**src/rtl/frq_pw_mc_gen.sv**
```systemverilog
// frq_pw_mc_gen
// Multi-channel sounding clock and pulse generator. Divides clk250 into a
// one-cycle sounding tick (clk_znd) and drives CH transmitter pulses, each
// with its own delay and width. Runs continuously or in triggered bursts.
//
// Ports
//   clk250    in   system clock, rising edge
//   rst       in   synchronous active-high reset
//   en        in   global enable
//   mode      in   0 = continuous, 1 = burst
//   start     in   burst trigger (level-sampled)
//   frq_div   in   tick period = frq_div+1 cycles
//   burst_len in   ticks per burst (0 = start ignored)
//   pw        in   per-channel width fields, high time = pw_c+1 cycles
//   dly       in   per-channel delay fields
//   clk_znd   out  one-cycle sounding tick
//   pulse     out  registered transmitter pulses
//   busy      out  burst in progress
//   done      out  one-cycle end-of-burst strobe
//   overrun   out  sticky per-channel restart flag
module frq_pw_mc_gen #(
  parameter int CH    = 4,
  parameter int DIV_W = 8,
  parameter int PW_W  = 8,
  parameter int DLY_W = 8,
  parameter int BST_W = 8
) (
  input  logic                clk250,
  input  logic                rst,
  input  logic                en,
  input  logic                mode,
  input  logic                start,
  input  logic [DIV_W-1:0]    frq_div,
  input  logic [BST_W-1:0]    burst_len,
  input  logic [CH*PW_W-1:0]  pw,
  input  logic [CH*DLY_W-1:0] dly,
  output logic                clk_znd,
  output logic [CH-1:0]       pulse,
  output logic                busy,
  output logic                done,
  output logic [CH-1:0]       overrun
);

  localparam int CW = (PW_W > DLY_W) ? PW_W : DLY_W;

  typedef enum logic [1:0] {
    ST_IDLE  = 2'd0,
    ST_DELAY = 2'd1,
    ST_HIGH  = 2'd2
  } ch_state_t;

  logic [DIV_W-1:0] r_cnt;
  logic [DIV_W-1:0] r_per;
  logic [BST_W-1:0] r_rem;
  logic             r_busy;
  logic             r_done;
  logic             r_clk_znd;
  ch_state_t        r_st  [CH];
  logic [CW-1:0]    r_ctr [CH];
  logic [CH-1:0]    r_pulse;
  logic [CH-1:0]    r_ovr;

  logic w_tk;
  logic w_accept;
  logic w_last;

  // Tick, burst acceptance and last-tick decode
  always_comb begin
    // While a burst is running the mode input is ignored; otherwise only
    // continuous mode lets the divider produce ticks.
    w_tk     = en & (r_busy | ~mode) & (r_cnt == r_per);
    w_accept = start & en & ~r_busy & mode & (burst_len != {BST_W{1'b0}});
    w_last   = (r_rem == {{(BST_W-1){1'b0}}, 1'b1});
  end

  // Divider, burst sequencing and sounding-tick register
  always_ff @(posedge clk250) begin
    if (rst) begin
      r_cnt     <= {DIV_W{1'b0}};
      r_per     <= frq_div;
      r_rem     <= {BST_W{1'b0}};
      r_busy    <= 1'b0;
      r_done    <= 1'b0;
      r_clk_znd <= 1'b0;
    end else begin
      r_clk_znd <= w_tk;
      r_done    <= 1'b0;
      if (w_accept) begin
        // Preload cnt to the period so the first tick lands next cycle.
        r_cnt  <= frq_div;
        r_per  <= frq_div;
        r_rem  <= burst_len;
        r_busy <= 1'b1;
      end else if (r_busy) begin
        if (!en) begin
          // Abort: no done strobe.
          r_busy <= 1'b0;
          r_cnt  <= {DIV_W{1'b0}};
          r_per  <= frq_div;
          r_rem  <= {BST_W{1'b0}};
        end else if (w_tk) begin
          r_cnt <= {DIV_W{1'b0}};
          r_rem <= r_rem - {{(BST_W-1){1'b0}}, 1'b1};
          if (w_last) begin
            r_busy <= 1'b0;
            r_done <= 1'b1;
            r_per  <= frq_div;
          end
        end else begin
          r_cnt <= r_cnt + {{(DIV_W-1){1'b0}}, 1'b1};
        end
      end else if (en && !mode) begin
        if (w_tk) begin
          r_cnt <= {DIV_W{1'b0}};
          r_per <= frq_div;
        end else begin
          r_cnt <= r_cnt + {{(DIV_W-1){1'b0}}, 1'b1};
        end
      end else begin
        // Idle divider: period follows frq_div so a restart uses the live value.
        r_cnt <= {DIV_W{1'b0}};
        r_per <= frq_div;
      end
    end
  end

  // Per-channel delay/high FSMs, pulse output stage and sticky overrun
  always_ff @(posedge clk250) begin
    if (rst) begin
      for (int c = 0; c < CH; c++) begin
        r_st[c]  <= ST_IDLE;
        r_ctr[c] <= {CW{1'b0}};
      end
      r_pulse <= {CH{1'b0}};
      r_ovr   <= {CH{1'b0}};
    end else begin
      for (int c = 0; c < CH; c++) begin
        // State is the first delay stage; this register is the second.
        r_pulse[c] <= (r_st[c] == ST_HIGH);
        if (w_tk) begin
          // A tick always restarts the channel; HIGH->HIGH keeps the pulse solid.
          if (r_st[c] != ST_IDLE) begin
            r_ovr[c] <= 1'b1;
          end
          r_ctr[c] <= {CW{1'b0}};
          if (dly[c*DLY_W +: DLY_W] == {DLY_W{1'b0}}) begin
            r_st[c] <= ST_HIGH;
          end else begin
            r_st[c] <= ST_DELAY;
          end
        end else begin
          case (r_st[c])
            ST_DELAY: begin
              if (r_ctr[c] == CW'(dly[c*DLY_W +: DLY_W] - {{(DLY_W-1){1'b0}}, 1'b1})) begin
                r_st[c]  <= ST_HIGH;
                r_ctr[c] <= {CW{1'b0}};
              end else begin
                r_ctr[c] <= r_ctr[c] + {{(CW-1){1'b0}}, 1'b1};
              end
            end
            ST_HIGH: begin
              if (r_ctr[c] == CW'(pw[c*PW_W +: PW_W])) begin
                r_st[c]  <= ST_IDLE;
                r_ctr[c] <= {CW{1'b0}};
              end else begin
                r_ctr[c] <= r_ctr[c] + {{(CW-1){1'b0}}, 1'b1};
              end
            end
            default: begin
              r_st[c]  <= ST_IDLE;
              r_ctr[c] <= {CW{1'b0}};
            end
          endcase
        end
      end
    end
  end

  assign clk_znd = r_clk_znd;
  assign pulse   = r_pulse;
  assign busy    = r_busy;
  assign done    = r_done;
  assign overrun = r_ovr;

endmodule

```
**config.mk**
```make
export PLATFORM = sky130hd
export DESIGN_NAME = frq_pw_mc_gen
export DESIGN_NICKNAME = d
export VERILOG_FILES = /design/src/rtl/frq_pw_mc_gen.sv
export SDC_FILE = /design/constraint.sdc
export NUM_CORES = 1
export LEC_CHECK = 0
export CORE_ASPECT_RATIO = 1.5
export CORE_MARGIN = 4
export CORE_UTILIZATION = 58
export CTS_CLUSTER_SIZE = 12
export DETAILED_ROUTE_END_ITERATION = 10
export HOLD_SLACK_MARGIN = 0.03
export PLACE_DENSITY_LB_ADDON = 0.05
export SETUP_SLACK_MARGIN = 0.3
export SKIP_CTS_REPAIR_TIMING = 1
export SLEW_MARGIN = 5
export SYNTH_ARGS = -nofsm -noshare
export SYNTH_HDL_FRONTEND = slang
export SYNTH_SLANG_ARGS = --single-unit
```
**constraint.sdc**
```tcl
create_clock -name clk250 -period 3.99 [get_ports clk250]
set_clock_uncertainty 0.1 [all_clocks]
set_input_delay 0.5985 -clock clk250 [delete_from_list [all_inputs] [get_ports clk250]]
set_output_delay 0.5985 -clock clk250 [all_outputs]
set_load 0.01 [all_outputs]
```
# [Word level (Yosys, flattened, before mapping)]
# Memories as Yosys holds them, arrays and structs flattened.
# Cells that the tools add are included.
# Widths: inputs -> output; s select.
[op_classes] addsub=10 eq_ne=22 muxes=200 bitwise_logic=55 reduce_logical=23
[ops] op="$mux 8" count=41
[ops] op="$mux 1" count=139
[ops] op="$eq 8x8->1" count=9
[ops] op="$or 1x1->1" count=45
[ops] op="$add 8x1->8 const B" count=5
[ops] op="$mux 2" count=20
[ops] op="$sub 8x1->8 const B" count=5
[ops] op="$logic_not 8->1" count=4
[ops] op="$ne 5x3->1 const B" count=2
[ops] op="$reduce_and 2->1" count=5
[ops] op="$reduce_bool 2->1" count=5
[ops] op="$eq 2x1->1 const B" count=4
[ops] op="$eq 2x2->1 const B" count=4
[ops] op="$eq 8x1->1 const B" count=1
[ops] op="$reduce_bool 8->1" count=1
[ops] op="$reduce_or 2->1" count=4
[ops] op="$and 1x1->1" count=6
[ops] op="$ne 5x5->1 const B" count=1
[ops] op="$reduce_or 5->1" count=1
[ops] op="$not 1->1" count=4
[ops] op="$ne 3x1->1 const B" count=1
[ops] op="$reduce_and 3->1" count=1
[ops] op="$logic_and 1x1->1" count=1
[ops] op="$logic_not 1->1" count=1
[word_totals] reg_bits=35 ramBits=40 input_bits=85 out_inout_bits=11 word_cells=323 mem_count=2
[memory_table] memory="r_ctr" depth=4 word_bits=8 read_ports=4 rd_ports_with_merged_regs=0 wr=4 line="59" source="logic [CW-1:0] r_ctr [CH];"
[memory_table] memory="r_st" depth=4 word_bits=2 read_ports=4 rd_ports_with_merged_regs=0 wr=4 line="58" source="ch_state_t r_st [CH];"

# [Longest topological paths before layout]
[logic_depth] depth_word=13 ltp_mapped=9 ltp_nobuf=8

# [Worst setup path before layout]
# OpenSTA, ideal clock, no wires.
[synth_path] path_type="input -> register" startpoint="input dly[8]" endpoint="memory r_ctr[1][2] (netlist name) (data pin)" setup_ns=0.280 t_arrival_ns=2.223 required_ns=3.610 setup_slack_ns=1.387 cell_stages=9 path_buffers=1 path_cell_list="inv_1 -> ha_1 -> clkbuf_1 -> nand2_1 -> mux2i_1 -> a21oi_1 -> a2111o_1 -> a211oi_1 -> nor4_1"
[synth_rtl] element="start, declared" line="36" source="input logic [CH*DLY_W-1:0] dly,"
[synth_rtl] element="end, declared" line="59"

==> metrics.txt <==
# TYPE chip_impl_metric gauge
chip_impl_metric{name="wl_per_cell",unit="um"} 16.6
chip_impl_metric{name="routed_antenna_nets",unit=""} 0
chip_impl_metric{name="die_height",unit="um"} 124
chip_impl_metric{name="timing.critical_path.required",unit="ns"} 3.95
chip_impl_metric{name="static-leakage-power",unit="nW"} 2.46
chip_impl_metric{name="share_comb_of_total_power",unit=""} 0.158
chip_impl_info{name="post_synth_main_area_contributors",value="sky130_fd_sc_hd__edfxtp_1, sky130_fd_sc_hd__xor2_1, sky130_fd_sc_hd__dfxtp_1"} 1
chip_impl_metric{name="number_of_global_route_vias_before_repair",unit=""} 4597
chip_impl_metric{name="detailed_routing_iteration_count_for_the_pre_antenna_repair_pass",unit=""} 4
chip_impl_metric{name="fillerInstances",unit=""} 666
chip_impl_info{name="crit_path_start_kind",value="input port"} 1
chip_impl_metric{name="power.share.sequential",unit=""} 0.440
chip_impl_metric{name="tns",unit="ns"} 0
chip_impl_info{name="status",value="finished clean"} 1
chip_impl_metric{name="route.detailed.drc",unit=""} 0
chip_impl_metric{name="layout_worst_path_cycle_share",unit=""} 0.744
chip_impl_info{name="root_buffer",value="sky130_fd_sc_hd__clkbuf_16"} 1
chip_impl_metric{name="worst_skew_pair.late_latency",unit="ns"} 0.34
chip_impl_info{name="synth-main-ff-cell",value="sky130_fd_sc_hd__edfxtp_1"} 1
chip_impl_info{name="endpoint_kind",value="flip-flop"} 1
chip_impl_metric{name="routed_via_density",unit=""} 5.85
chip_impl_metric{name="final_critical_path_setup_slack",unit="ns"} 1.02
chip_impl_info{name="layout.cells.most_common",value="sky130_fd_sc_hd__clkdlybuf4s50_1"} 1
chip_impl_metric{name="share_of_async_settable_or_async_resettable_flops_after_synthesis",unit=""} 0
chip_impl_metric{name="final_nets",unit=""} 761
chip_impl_metric{name="internal_power",unit="mW"} 1.54
chip_impl_metric{name="fp-row-count",unit=""} 42
chip_impl_metric{name="synth_fp_nets",unit=""} 669
chip_impl_metric{name="final_hold_viol_count",unit=""} 0
chip_impl_metric{name="sinks_on_clock_net",unit=""} 75
chip_impl_metric{name="place_congestion",unit=""} 0.886
chip_impl_metric{name="place.detailed.hpwl",unit="um"} 9770
chip_impl_metric{name="synth_enable_flop_cells",unit=""} 48
chip_impl_metric{name="iteration_0_drc_markers",unit=""} 252
chip_impl_info{name="tritoncts",value="built"} 1
chip_impl_metric{name="cells_after_synthesis",unit=""} 557
chip_impl_metric{name="netlist-cell-type-count",unit=""} 65
chip_impl_metric{name="pre_cts_ws",unit="ns"} 0.694
chip_impl_metric{name="io-pin-count",unit=""} 96
chip_impl_metric{name="synth_warnings",unit=""} 0
chip_impl_metric{name="finalCriticalPeriod",unit="ns"} 2.97
chip_impl_metric{name="io_buffer_count",unit=""} 95
chip_impl_metric{name="antenna_violations_before_repair",unit=""} 0
chip_impl_metric{name="area_growth",unit="%"} 26.0
chip_impl_metric{name="p_clk_frac",unit=""} 0.401
chip_impl_metric{name="global_route.usage.total",unit=""} 0.242
chip_impl_metric{name="start_util",unit=""} 0.593
chip_impl_metric{name="fmaxAchievable",unit="GHz"} 0.337
chip_impl_metric{name="totalWireLength",unit="um"} 12700
chip_impl_metric{name="grt_first_pass_wirelength",unit="um"} 20900
chip_impl_metric{name="maxcap_viol_count",unit=""} 0
chip_impl_metric{name="power_per_cell_area",unit="nW/um^2"} 309
chip_impl_metric{name="vdd_drop_max",unit="mV"} 0.258
chip_impl_info{name="rsz0062_at_grt",value="false"} 1
chip_impl_metric{name="synth_seq_cells",unit=""} 75
chip_impl_info{name="post-synth-top-area-cell",value="sky130_fd_sc_hd__edfxtp_1"} 1
chip_impl_metric{name="core_area",unit="sq um"} 8830
chip_impl_metric{name="setup_viol",unit=""} 0
chip_impl_metric{name="cts_max_level",unit=""} 3
chip_impl_metric{name="yosysSeqAreaShare",unit=""} 0.379
chip_impl_metric{name="grt_overflow",unit=""} 0
chip_impl_metric{name="signal_arrival_time_at_the_worst_endpoint",unit="ns"} 2.93
chip_impl_metric{name="p_sw",unit="mW"} 0.495
chip_impl_metric{name="critical_path_peak_fanout",unit=""} 8
chip_impl_metric{name="cts_inserted_buffers",unit=""} 9
chip_impl_info{name="mostFrequentLayoutCells",value="sky130_fd_sc_hd__clkdlybuf4s50_1, sky130_fd_sc_hd__xor2_1, sky130_fd_sc_hd__xnor2_1"} 1
chip_impl_metric{name="synth_top_area_frac",unit=""} 0.276
chip_impl_metric{name="clkSlewWorstSetupHoldPaths",unit="ns"} 0.06
chip_impl_metric{name="timing.max_slew.rel_slack",unit=""} 0.508
chip_impl_metric{name="worst_margin_slew",unit="ns"} 0.735
chip_impl_metric{name="routed-via-count",unit=""} 4467
chip_impl_info{name="worstHoldPathType",value="reg2reg"} 1
chip_impl_metric{name="drive_above_1_share",unit=""} 0.0459
chip_impl_metric{name="drv_slew",unit=""} 0
chip_impl_metric{name="grt_start_max_net_pins",unit=""} 19
chip_impl_metric{name="syn_avg_cell_area",unit="sq um"} 9.39
chip_impl_metric{name="syn_area",unit="sq um"} 5230
chip_impl_metric{name="die_x",unit="um"} 85.5
chip_impl_info{name="worstSetupPathType",value="in2reg"} 1
chip_impl_metric{name="clock_path_buffers",unit=""} 2
chip_impl_metric{name="fp.dieArea",unit="sq um"} 10600
chip_impl_metric{name="proportion_of_total_power_due_to_net_switching",unit=""} 0.243
chip_impl_metric{name="n_antenna_cell",unit=""} 0
## worst paths after layout
kind / startpoint / to / slack [ns] / depth (start not counted)
max reg2reg: r_cnt[4] / r_rem[1] / 1.52 / 6
max: dly[0] / r_ctr[0][6] / 1.02 / 8
min: overrun[0] / overrun[0] / 0.36 / 1
min reg2reg: overrun[0] / overrun[0] / 0.36 / 1
## power by group through the flow
stage / Combinational (mW) / Sequential (mW) / Clock (mW)
CTS: 0.324 / 0.897 / 0.828
global route: 0.356 / 0.902 / 0.860
finish: 0.323 / 0.898 / 0.818
global placement: 0.311 / 0.912 / 0
detailed placement: 0.320 / 0.913 / 0
floorplan: 0.188 / 0.894 / 0
## metrics by stage
stage	total power [mW]	utilization	std cells	hold slack [ns]	cell area [sq um]
2_1_floorplan	1.08	-	557	0.379	5230
3_3_place_gp	1.22	0.711	748	0.347	6280
3_5_place_dp	1.23	0.711	748	0.348	6280
4_1_cts	2.05	0.746	764	0.366	6590
5_1_grt	2.12	0.746	764	0.395	6590
6_report	2.04	0.746	764	0.362	6590
## synthesized netlist by cell type (4+ instances only)
cell and number:
sky130_fd_sc_hd__and3_1 13, sky130_fd_sc_hd__nand3_1 32, sky130_fd_sc_hd__a31oi_1 5, sky130_fd_sc_hd__nor3_1 22
sky130_fd_sc_hd__nand4_1 7, sky130_fd_sc_hd__xnor2_1 50, sky130_fd_sc_hd__edfxtp_1 48, sky130_fd_sc_hd__clkbuf_1 16
sky130_fd_sc_hd__inv_1 32, sky130_fd_sc_hd__o211ai_1 5, sky130_fd_sc_hd__ha_1 27, sky130_fd_sc_hd__xor2_1 65
sky130_fd_sc_hd__nor2b_1 6, sky130_fd_sc_hd__dfxtp_1 27, sky130_fd_sc_hd__nand3b_1 4, sky130_fd_sc_hd__nand2_1 31
sky130_fd_sc_hd__o2bb2ai_1 4, sky130_fd_sc_hd__o21ai_0 18, sky130_fd_sc_hd__nor2_1 44, sky130_fd_sc_hd__a32o_1 4
sky130_fd_sc_hd__a21oi_1 13, sky130_fd_sc_hd__nor4_1 21
## per-layer routing
layer	up-vias	routed length (um)	global-route usage
met2	121	6670	0.441
met5	-	0	0
li1	2200	-	-
met3	25	595	0.0443
met1	2121	5060	0.269
met4	0	340	0.101
## worst max-delay path: stages
cell and delay (ns):
sky130_fd_sc_hd__clkdlybuf4s50_1 0.57, sky130_fd_sc_hd__inv_1 0.09, sky130_fd_sc_hd__ha_1 0.30, sky130_fd_sc_hd__nor2b_1 0.17
sky130_fd_sc_hd__o311ai_0 0.31, sky130_fd_sc_hd__o2111ai_1 0.21, sky130_fd_sc_hd__a211oi_2 0.54, sky130_fd_sc_hd__nor3_1 0.13
## cell type report
cell class | count | area, sq um | area share
Clock inverter | 2 | 12.5 | 0.00190
Tap cell | 110 | 138 | 0.0209
Clock buffer | 14 | 297 | 0.0450
Sequential cell | 75 | 1980 | 0.301
Timing Repair Buffer | 99 | 981 | 0.149
Inverter | 32 | 120 | 0.0182
Multi-Input combinational cell | 432 | 3060 | 0.464
## flip-flops by register name, indices dropped and copies added (netlist names)
name,count
r_ctr,32
r_cnt,8
r_per,8
r_rem,8
r_st,8
overrun,4
pulse,4
busy,1
clk_znd,1
done,1
## cells by family after synthesis
logic type | after synthesis | synth area share
compound gates | 82 | 0.117
xor+xnor | 115 | 0.193
fa+ha+maj | 27 | 0.0646
buf+inv | 50 | 0.0364
flops | 75 | 0.379
mux | 1 | 0.00191
simple gates | 207 | 0.209
(Power assumes the default switching activity.)
